### config.mk
export PLATFORM = sky130hd
export DESIGN_NAME = pulse_width_meter
export DESIGN_NICKNAME = d
export VERILOG_FILES = /design/src/rtl/pulse_width_meter_pkg.sv /design/src/rtl/sync_fifo.sv /design/src/rtl/pulse_width_meter.sv
export SDC_FILE = /design/constraint.sdc
export NUM_CORES = 1
export LEC_CHECK = 0
export CAP_MARGIN = 15
export CORE_ASPECT_RATIO = 2
export CORE_MARGIN = 2
export CORE_UTILIZATION = 35
export CTS_CLUSTER_SIZE = 14
export DETAILED_ROUTE_END_ITERATION = 7
export SLEW_MARGIN = 0
export SYNTH_ARGS = -nofsm -noshare
export SYNTH_HDL_FRONTEND = slang
export SYNTH_SLANG_ARGS = --single-unit
### constraint.sdc
create_clock -name clk -period 4.5 [get_ports clk]
set_clock_uncertainty 0.15 [all_clocks]
set_input_delay 1.35 -clock clk [delete_from_list [all_inputs] [get_ports clk]]
set_output_delay 1.35 -clock clk [all_outputs]
set_load 0.01 [all_outputs]
### src/rtl/pulse_width_meter_pkg.sv
// Shared types and defaults for the pulse width meter.
// Holds the FSM state encoding and default sizing.
package pulse_width_meter_pkg;

  typedef enum logic {
    IDLE,
    MEASURE
  } state_t;

  localparam int CNT_W_DEF = 16;
  localparam int DEPTH_DEF = 4;

endpackage

### src/rtl/sync_fifo.sv
// Single-clock result FIFO with occupancy count.
// A push into a full FIFO lands only if a pop frees a slot that cycle.
module sync_fifo #(
  parameter int DATA_W = 16,
  parameter int DEPTH  = 4
) (
  input  logic                     clk,
  input  logic                     res,
  input  logic                     push,
  input  logic [DATA_W-1:0]        din,
  output logic                     full,
  input  logic                     pop,
  output logic [DATA_W-1:0]        dout,
  output logic                     empty,
  output logic [$clog2(DEPTH):0]   count
);

  localparam int AW = $clog2(DEPTH);
  localparam int CW = AW + 1;

  logic [DATA_W-1:0] mem [DEPTH];
  logic [AW-1:0]     wr_ptr;
  logic [AW-1:0]     rd_ptr;
  logic              wr_en;
  logic              rd_en;

  assign full  = (count == CW'(DEPTH));
  assign empty = (count == '0);
  assign rd_en = pop & ~empty;
  assign wr_en = push & (~full | rd_en);
  assign dout  = mem[rd_ptr];

  always_ff @(posedge clk or posedge res) begin
    if (res) begin
      wr_ptr <= '0;
      rd_ptr <= '0;
      count  <= '0;
    end else begin
      if (wr_en) wr_ptr <= wr_ptr + 1'b1;
      if (rd_en) rd_ptr <= rd_ptr + 1'b1;
      case ({wr_en, rd_en})
        2'b10:   count <= count + 1'b1;
        2'b01:   count <= count - 1'b1;
        default: count <= count;
      endcase
    end
  end

  always_ff @(posedge clk) begin
    if (wr_en) mem[wr_ptr] <= din;
  end

endmodule

### src/rtl/pulse_width_meter.sv
// Measures high time of an asynchronous input in clk cycles.
// Completed widths queue in a small FIFO; drops set a sticky flag.
module pulse_width_meter
  import pulse_width_meter_pkg::*;
#(
  parameter int CNT_W = CNT_W_DEF,
  parameter int DEPTH = DEPTH_DEF
) (
  input  logic             clk,
  input  logic             res,
  input  logic             en,
  input  logic             d,
  input  logic             clr,
  input  logic             rd_ready,
  output logic             rd_valid,
  output logic [CNT_W-1:0] rd_width,
  output logic             busy,
  output logic             overflow
);

  logic                   d_m;
  logic                   d_s;
  logic                   d_q;
  logic                   rise;
  logic                   fall;
  state_t                 state;
  logic [CNT_W-1:0]       count;
  logic                   push;
  logic                   pop;
  logic                   drop;
  logic                   full;
  logic                   empty;
  logic [CNT_W-1:0]       dout;
  logic [$clog2(DEPTH):0] fifo_cnt;

  assign rise = d_s & ~d_q;
  assign fall = ~d_s & d_q;

  always_ff @(posedge clk or posedge res) begin
    if (res) begin
      d_m <= 1'b0;
      d_s <= 1'b0;
      d_q <= 1'b0;
    end else begin
      d_m <= d;
      d_s <= d_m;
      d_q <= d_s;
    end
  end

  always_ff @(posedge clk or posedge res) begin
    if (res) begin
      state <= IDLE;
      count <= '0;
    end else begin
      unique case (state)
        IDLE: begin
          if (en && rise) begin
            state <= MEASURE;
            count <= CNT_W'(1);
          end
        end
        MEASURE: begin
          if (!en) begin
            state <= IDLE;
          end else if (fall) begin
            state <= IDLE;
          end else if (d_s && count != '1) begin
            count <= count + 1'b1;
          end
        end
      endcase
    end
  end

  // The push happens on the cycle the fall is seen, so the result
  // is visible one edge later, keeping latency at sync + 1.
  assign push = (state == MEASURE) & en & fall;
  assign pop  = rd_valid & rd_ready;
  assign drop = push & full & ~pop;

  sync_fifo #(
    .DATA_W (CNT_W),
    .DEPTH  (DEPTH)
  ) u_fifo (
    .clk   (clk),
    .res   (res),
    .push  (push),
    .din   (count),
    .full  (full),
    .pop   (pop),
    .dout  (dout),
    .empty (empty),
    .count (fifo_cnt)
  );

  assign rd_valid = (fifo_cnt != '0);
  assign rd_width = empty ? '0 : dout;
  assign busy     = (state == MEASURE);

  always_ff @(posedge clk or posedge res) begin
    if (res) begin
      overflow <= 1'b0;
    end else if (drop) begin
      overflow <= 1'b1;
    end else if (clr) begin
      overflow <= 1'b0;
    end
  end

endmodule

# ---- Yosys cells after proc, flatten, opt, wreduce, memory -nomap -nowiden
# Memory sizes are Yosys's and may differ from the RTL's.
# Cells that the tools add are included.
dict set report classes {
  addsub 5
  n_eq_ne 8
  mux 15
  bitwise 16
  reduce_logical 7
}
# cell n
set op_table {}
lappend op_table {{$mux W16} 5}
lappend op_table {{$pmux W16 S2} 1}
lappend op_table {{$add A16 B1 Y16 const B} 1}
lappend op_table {{$ne A16 B16 Y1 const B} 1}
lappend op_table {{$and A1 B1 Y1} 9}
lappend op_table {{$mux W1} 7}
lappend op_table {{$ne A2 B2 Y1 const B} 3}
lappend op_table {{$not A1 Y1} 6}
lappend op_table {{$pmux W3 S2} 1}
lappend op_table {{$add A2 B1 Y2 const B} 2}
lappend op_table {{$reduce_and A4 Y1} 1}
lappend op_table {{$reduce_bool A2 Y1} 2}
lappend op_table {{$add A3 B1 Y3 const B} 1}
lappend op_table {{$eq A3 B3 Y1 const B} 1}
lappend op_table {{$logic_not A3 Y1} 1}
lappend op_table {{$reduce_bool A3 Y1} 1}
lappend op_table {{$sub A3 B1 Y3 const B} 1}
lappend op_table {{$eq A2 B1 Y1 const B} 1}
lappend op_table {{$eq A2 B2 Y1 const B} 1}
lappend op_table {{$logic_and A1 B1 Y1} 2}
lappend op_table {{$ne A2 B1 Y1 const B} 1}
lappend op_table {{$pmux W1 S2} 1}
lappend op_table {{$or A1 B1 Y1} 1}
dict set report totals {
  ff_bits 28
  mem_bits_rw 64
  input_bits 6
  out_inout_bits 19
  word_cells 61
  n_memories 1
}
# name words width rd rd_clocked_by_memory_dff wr line
set memory_table {}
lappend memory_table {u_fifo.mem 4 16 1 0 1 sync_fifo.sv:21} ;# logic [DATA_W-1:0] mem [DEPTH];

# ---- Depth between registers and ports, before layout
dict set report logic_depth {
  word_depth 7
  mapped_depth 7
  depth_no_buf 6
}

# ---- Cells and area by module
# Synthesis repeated with hierarchy kept, for this count alone.
dict set report hier_totals {
  cells_unflattened 262
  hier_area_um2 3986.3
}
# mod instances cells_per_inst area_each_um2 seq_area_each_um2
set by_module_without_submodules {}
lappend by_module_without_submodules {sync_fifo 1 123 2745.1 2097.0}
lappend by_module_without_submodules {pulse_width_meter 1 139 1241.2 525.5}

# ---- Worst setup path after synthesis
# Ideal clock, no wire load.
dict set report synth_path {
  path_kind {input port to flip-flop}
  from {input port en}
  to {register u_fifo.count[2]}
  setup_time_ns 0.124
  t_arrival_ns 2.874
  required_ns 4.226
  setup_slack_ns 1.352
  path_stages 7
  n_path_buf 1
  path_cell_list {buf_6 nand4b_4 nand3_1 fa_1 or3_1 and3_1 a211o_1}
}
dict set report synth_via {
  elab_chain_len 5
  word_cells_on_any_way 7
  cone_classes {eq/ne: 2; mux: 1; bitwise: 3; reduce/logical: 1}
}
# element line
set synth_rtl {}
lappend synth_rtl {{start, declared} pulse_width_meter.sv:11} ;# input logic en,
lappend synth_rtl {{$and A1 B1 Y1 * (2 in a row)} pulse_width_meter.sv:78} ;# assign push = (state == MEASURE) & en & fall;
lappend synth_rtl {{$and A1 B1 Y1 *} sync_fifo.sv:30} ;# assign wr_en = push & (~full | rd_en);
lappend synth_rtl {{$eq A2 B1 Y1 or $eq A2 B2 Y1 (tied branches)} sync_fifo.sv:41} ;# case ({wr_en, rd_en})
lappend synth_rtl {{$pmux W3 S2 or $reduce_bool A2 Y1 (tied branches)} -}
lappend synth_rtl {{end signal, assigned} sync_fifo.sv:42} ;# 2'b10: count <= count + 1'b1;
lappend synth_rtl {{end signal, assigned} sync_fifo.sv:43} ;# 2'b01: count <= count - 1'b1;
lappend synth_rtl {{end signal, assigned} sync_fifo.sv:44} ;# default: count <= count;
lappend synth_rtl {{end, declared} sync_fifo.sv:15} ;# output logic [$clog2(DEPTH):0] count
# Every way passes the cells marked *; elsewhere a longest branch is shown, timed or not.
# A chain may end at the register's enable or synchronous reset.

# ---- Worst setup path after layout
dict set report layout_path {
  from {register u_fifo.rd_ptr[0]}
  to {output port rd_width[14]}
}
dict set report layout_via {
  elab_chain_len 2
}
# element line
set layout_rtl {}
lappend layout_rtl {{start, declared} sync_fifo.sv:23} ;# logic [AW-1:0] rd_ptr;
lappend layout_rtl {{start signal, assigned} sync_fifo.sv:40} ;# if (rd_en) rd_ptr <= rd_ptr + 1'b1;
lappend layout_rtl {{$mem_v2 Z4 W16} -}
lappend layout_rtl {{$mux W16} pulse_width_meter.sv:98} ;# assign rd_width = empty ? '0 : dout;
lappend layout_rtl {{end, declared} pulse_width_meter.sv:16} ;# output logic [CNT_W-1:0] rd_width,
# No other way between the ends.

==> results by group <==
Die
  • Core ar.: 11600 um^2
  • Initial Util: 35.8%
  • Rows: 56
  • Die Footprint: 12800 um^2
  • Die height: 158 um
  • # IOs: 25
  • Die W: 81.1 um

Clock network
  • Clk root buf: clkbuf_16
  • Clock transition at path regs: 60 ps
  • Post-CTS sizing: 0
  • TritonCTS Buffers: 9
  • Buffers inserted by post-CTS timing repair: 0
  • TritonCTS clock tree: yes
  • H-Tree Depth: 3
  • Hold Buf Count CTS: 0
  • CTS sink count: 92
  • Max clock buf depth: 2
  • Clock latency on the worst-skew pair: 340 ps

Pwr
  • Overall Power: 2.52 mW
  • Leakage power: 1.81 nW
  • Part of the power in combinational logic: 28.3%
  • Part of the power in registers: 42.7%
  • Switch Pwr: 706 uW
  • Pint: 1.82 mW
  • Power Density: 517 nW/um^2
  • Clock share of power: 29.0%
  • Max IR drop VDD: 0.000242 V
  • Switching part of the total: 28.0%

STA
  • Min cycle time layout: 3790 ps
  • Fmax: 0.264 GHz
  • Setup violators final: 0
  • Final Slew Violations: 0
  • Final hold viol count: 0
  • Worst-Margin Slew: 1010 ps
  • RSZ-0062 raised after global routing: no
  • Final period util: 84.2%
  • Setup tns final: 0 ps
  • Max-Slew Margin vs Limit: 32.0%

Final layout
  • Share of layout cells above drive strength 1: 15.8%
  • Commonest cells after routing, fill and taps aside: edfxtp_1 (64), dfrtp_1 (28), and2_1 (24), clkdlybuf4s50_1 (24), mux4_2 (16)
  • Area grow syn2layout: 17.3%
  • Most common cell after layout, fill and taps aside: edfxtp_1
  • Nets@finish: 323
  • Filler Cells Inserted: 1084
  • Ant. Diodes: 0

Detailed routing
  • Iteration-0 DRC Markers: 232
  • Routed wire length: 8360 um
  • WL per Instance: 18.1 um
  • Final ANT Viol Nets: 0
  • 1st-pass router iterations: 5
  • Vias per cell: 5.38
  • Via count: 2478
  • DRC errors left: 0

Critical path
  • Reg2reg path depth: 6
  • Worst EP arrival: 2290 ps
  • Crit start category: flop
  • R2R Path Start: u_fifo.count[2]
  • Setup crit end: rd_width[14]
  • Crit-path slowest cell: mux4_2
  • Critical path buffers and inverters: 2
  • WP data required: 3000 ps
  • Worst-path cell chain: buf_4 > mux4_2 > and2_1 > clkdlybuf4s50_1
  • Setup crit end kind: primary output
  • Kind of critical path: reg -> out
  • Worst Setup SP: u_fifo.rd_ptr[0]
  • Worst Path Max Fanout: 16
  • Worst R2R End: u_fifo.count[2]
  • Delay-heaviest family, CP: buffers and inverters
  • CP Depth: 4
  • Max stage delay on crit path: 580 ps
  • R2R Setup Slk: 1810 ps

Synth
  • Sequential area share after synthesis: 63.0%
  • Yosys cell types: 56
  • Yosys top cell area share: 46.2%
  • Synth Instances: 279
  • Asr flop ratio synth: 30.4%
  • Synth Net Count: 291
  • Yosys top cell by area: edfxtp_1
  • Mapped Avg Cell Area: 14.9 um^2
  • #FFs+latches synth: 92
  • Yosys Warn Count: 0
  • Ys flop type: edfxtp_1
  • Top post-synthesis cells by area: edfxtp_1 (46%), dfrtp_1 (17%), mux4_2 (8.7%)
  • Mapped Area: 4160 um^2
  • Post-synth EDFFs: 64

GRT
  • Global-route wire length before repair: 13400 um
  • Total GRT Usage: 14.4%
  • Met1 Use GR: 14.6%
  • Pin count of the biggest net entering global routing: 29
  • Met3 usage: 2.22%
  • Initial antenna violation count: 0
  • Gr busiest metal: met2
  • Met2 GRT Util: 27.6%
  • Vias in the first global route: 2535
  • Gr ovfl total: 0

Placement
  • IO Port Bufs: 24
  • Global placer's final weighted congestion: 0.863
  • Final HPWL DP: 6040 um

Outcome
  • Status: finished clean

Hold path
  • Hold WC Path Type: reg -> reg
  • Worst hold stages: 0
  • Worst hold start: d_m

Flow run
  • Max-cap violation count: 0
==> cells by family (layout without fill, tap and decap cells) <==
kind of cell | count (synthesis) | count (layout) | synth area share (%)
XOR/XNOR | 5 | 5 | 1.05
buffers and inverters | 19 | 56 | 2.38
adder cells (fa/ha/maj) | 6 | 6 | 1.98
flip-flops | 92 | 92 | 63.0
AO/OA/AOI/OAI | 44 | 44 | 8.24
multiplexers | 16 | 16 | 8.66
AND/OR/NAND/NOR | 97 | 97 | 14.6
==> worst min-delay path by stage <==
stage / slack [ps] / endpoint
3_5_place_dp: 190 / d_s
2_1_floorplan: 180 / d_s
3_3_place_gp: 190 / d_s
6_report: 200 / d_s
4_1_cts: 200 / d_s
5_1_grt: 220 / d_s
==> metrics by stage <==
| stage | std cells | hold WS, ps | instance area, um^2 | setup slack (ps) | utilization, % |
|---|---|---|---|---|---|
| 2_1_floorplan | 279 | 181 | 4160 | 1350 | - |
| 3_3_place_gp | 445 | 189 | 4590 | 814 | 39.4 |
| 3_5_place_dp | 445 | 188 | 4590 | 778 | 39.4 |
| 4_1_cts | 461 | 203 | 4880 | 658 | 41.9 |
| 5_1_grt | 461 | 220 | 4880 | 601 | 41.9 |
| 6_report | 461 | 199 | 4880 | 710 | 41.9 |
==> power by group through the flow <==
stage | Clock (mW) | Sequential [mW] | Combinational [mW]
2_1_floorplan | 0 | 1.04 | 0.491
3_3_place_gp | 0 | 1.09 | 0.731
4_1_cts | 0.750 | 1.08 | 0.733
5_1_grt | 0.789 | 1.09 | 0.789
6_report | 0.731 | 1.08 | 0.716
3_5_place_dp | 0 | 1.10 | 0.729
==> Yosys cell counts, types with 2 or more instances <==
cell type and count:
inv_1 8, o211ai_1 5, edfxtp_1 64, nor4_1 2, a31oi_1 6, a221o_1 3, dfrtp_1 28, buf_2 2
clkbuf_1 5, and4b_1 2, nor2_1 6, and3_1 5, xnor2_1 5, or3_1 2, nand3_1 14, buf_4 2
nand2_1 13, nand4b_1 2, a21oi_1 3, o21ai_0 5, nand4_1 4, and2_1 24, nand2b_1 2, a21boi_0 3
a22oi_1 2, mux4_2 16, nor3_1 8, ha_1 5, a2bb2oi_1 4, a211o_1 3
==> metal layers <==
layer | share of wire (%) | wire length [um]
met4 | 1.7 | 142
met5 | 0 | 0
met2 | 61 | 5100
met3 | 2.1 | 179
met1 | 35 | 2930
==> sequential cells by signal (all words and copies together), names as in the netlist <==
register,cells
u_fifo.wr_ptr,2
d_s,1
busy,1
d_m,1
count,16
d_q,1
u_fifo.mem,64
u_fifo.rd_ptr,2
overflow,1
u_fifo.count,3
==> area by class of cell <==
class,instances,area (um^2),share of cell area (%)
Multi-Input combinational cell,168,1440,29.5
Clock buffer,10,229,4.69
Inverter,8,30.0,0.616
Clock inverter,6,63.8,1.31
Tap cell,145,181,3.72
Sequential cell,92,2620,53.8
Timing Repair Buffer,32,313,6.41
(Power assumes the default switching activity.)
==> patch (config.mk and constraints unchanged) <==
`CNT_W_DEF`: 16 -> 12.
--- a/src/rtl/pulse_width_meter_pkg.sv
+++ b/src/rtl/pulse_width_meter_pkg.sv
@@ -7,7 +7,7 @@
     MEASURE
   } state_t;
 
-  localparam int CNT_W_DEF = 16;
+  localparam int CNT_W_DEF = 12;
   localparam int DEPTH_DEF = 4;
 
 endpackage
Ports: changed (resized rd_width); port bits go from 25 to 21. The function was not compared with the original's and may differ.
==> patch against the unedited design <==
- synthesized area decreased by 23%
- total power decreased by 14%
- critical endpoint is now rd_width[2]
- setup slack better by 180 ps
- final cell count is 23% lower
- wire length shrank 27%
- largest power group unchanged
- combinational power decreased by 22%
- sequential cell count down 20
- final area is 21% lower
==> patch: results (changes against the unedited design) <==
- Status: finished clean
- Post-synth ARST share: 0.333 (+0.0290)
- Placed cells: 339 (-24%)
- Synth cell count leaders: edfxtp_1 (48), dfrtp_1 (24), and2_1 (17)
- PortBufs: 20 (-17%)
- Largest net degree at the start of global routing: 25 (-14%)
- Global routing usage on met3: 0.0304 (+0.00818)
- DP Wirelength: 4.33 mm (-28%)
- Global placer's final weighted congestion: 0.817 (-5.4%)
- DP Worst Slack: 740 ps (-38.6 ps)
- Met1 usage: 0.134 (-0.0124)
- DRT iter0 DRCs: 77 (-67%)
- Lkg Pwr: 1.36 nW (-25%)
- Max incr delay on CP: 550 ps (-30 ps)
- # fillers: 830 (-23%)
- Net Count, Synth: 237 (-19%)
- WP data arrival: 2110 ps (-180 ps)
- Met2 wire len: 3.63 mm (-29%)
- Detailed Routing Iterations Pass 1: 4 (-1)
- R2R cell count: 4 (-2)
- Maximum VDD drop: 249 uV (+2.9%)
- EDFF count, synth: 48 (-25%)
- Vias in the first global route: 1986 (-22%)
- Met3 wire len: 161 um (-10%)
- Routed wire length: 6.11 mm (-27%)
- Relative slew slack: 0.350 (+0.0301)
- Layout cells sized above 1: 0.142 (-0.0159)
- Distinct cells, synth: 46 (-18%)
- Total GRT Usage: 0.134 (-0.0102)
[patch: cell count changes in the layout (fill, tap and decap cells not counted), moves of 5 or more]
cell	change
o211ai_1	-5
o31ai_1	+5
buf_4	-5
nor3_1	-6
o21ai_0	+5
and2_1	-7
edfxtp_1	-16
[patch: report_power, final]
part / total (mW) / leakage [nW] / internal, mW / switching (mW)
registers: 0.847 / 0.725 / 0.762 / 0.0844
logic: 0.560 / 0.487 / 0.314 / 0.246
clock network: 0.752 / 0.149 / 0.488 / 0.264
[patch: through the flow]
stage / power, mW / cell area, um2
2_1_floorplan: 1.19 / 3220
3_3_place_gp: 1.43 / 3510
3_5_place_dp: 1.43 / 3510
4_1_cts: 2.19 / 3830
5_1_grt: 2.27 / 3830
6_report: 2.16 / 3830
[patch: worst register-to-register path, delay by kind of cell (launching register included)]
| kind | cells | cell delay, ps |
|---|---|---|
| compound gates | 1 | 380 |
| buf+inv | 1 | 210 |
| flops | 1 | 660 |
| simple gates | 2 | 770 |
[patch: cells by family after synthesis]
group / synth area share
buffers and inverters: 0.0311
DFF: 0.634
AOI/OAI and AO/OA: 0.0769
and+or+nand+nor: 0.129
muxes: 0.0901
adders and majority gates: 0.0256
xor gates and xnor gates: 0.0136
[patch: path summary, 6_finish.rpt]
check	from	to	slack (ps)
setup reg to reg	busy	u_fifo.mem[1][6]	1960
hold reg to reg	d_m	d_s	210
min in group asynchronous	res	count[7]	1400
hold / removal	d_m	d_s	210
max in group asynchronous	res	count[5]	2200
setup / recovery	u_fifo.rd_ptr[0]	rd_width[2]	890
[patch: cell type report]
cell class,count,share of cell area
Clock buffer,10,0.0598
Clock inverter,6,0.0242
Inverter,12,0.0118
Multi-Input combinational cell,131,0.282
Sequential cell,72,0.533
Tap cell,102,0.0333
Timing Repair Buffer,22,0.0562
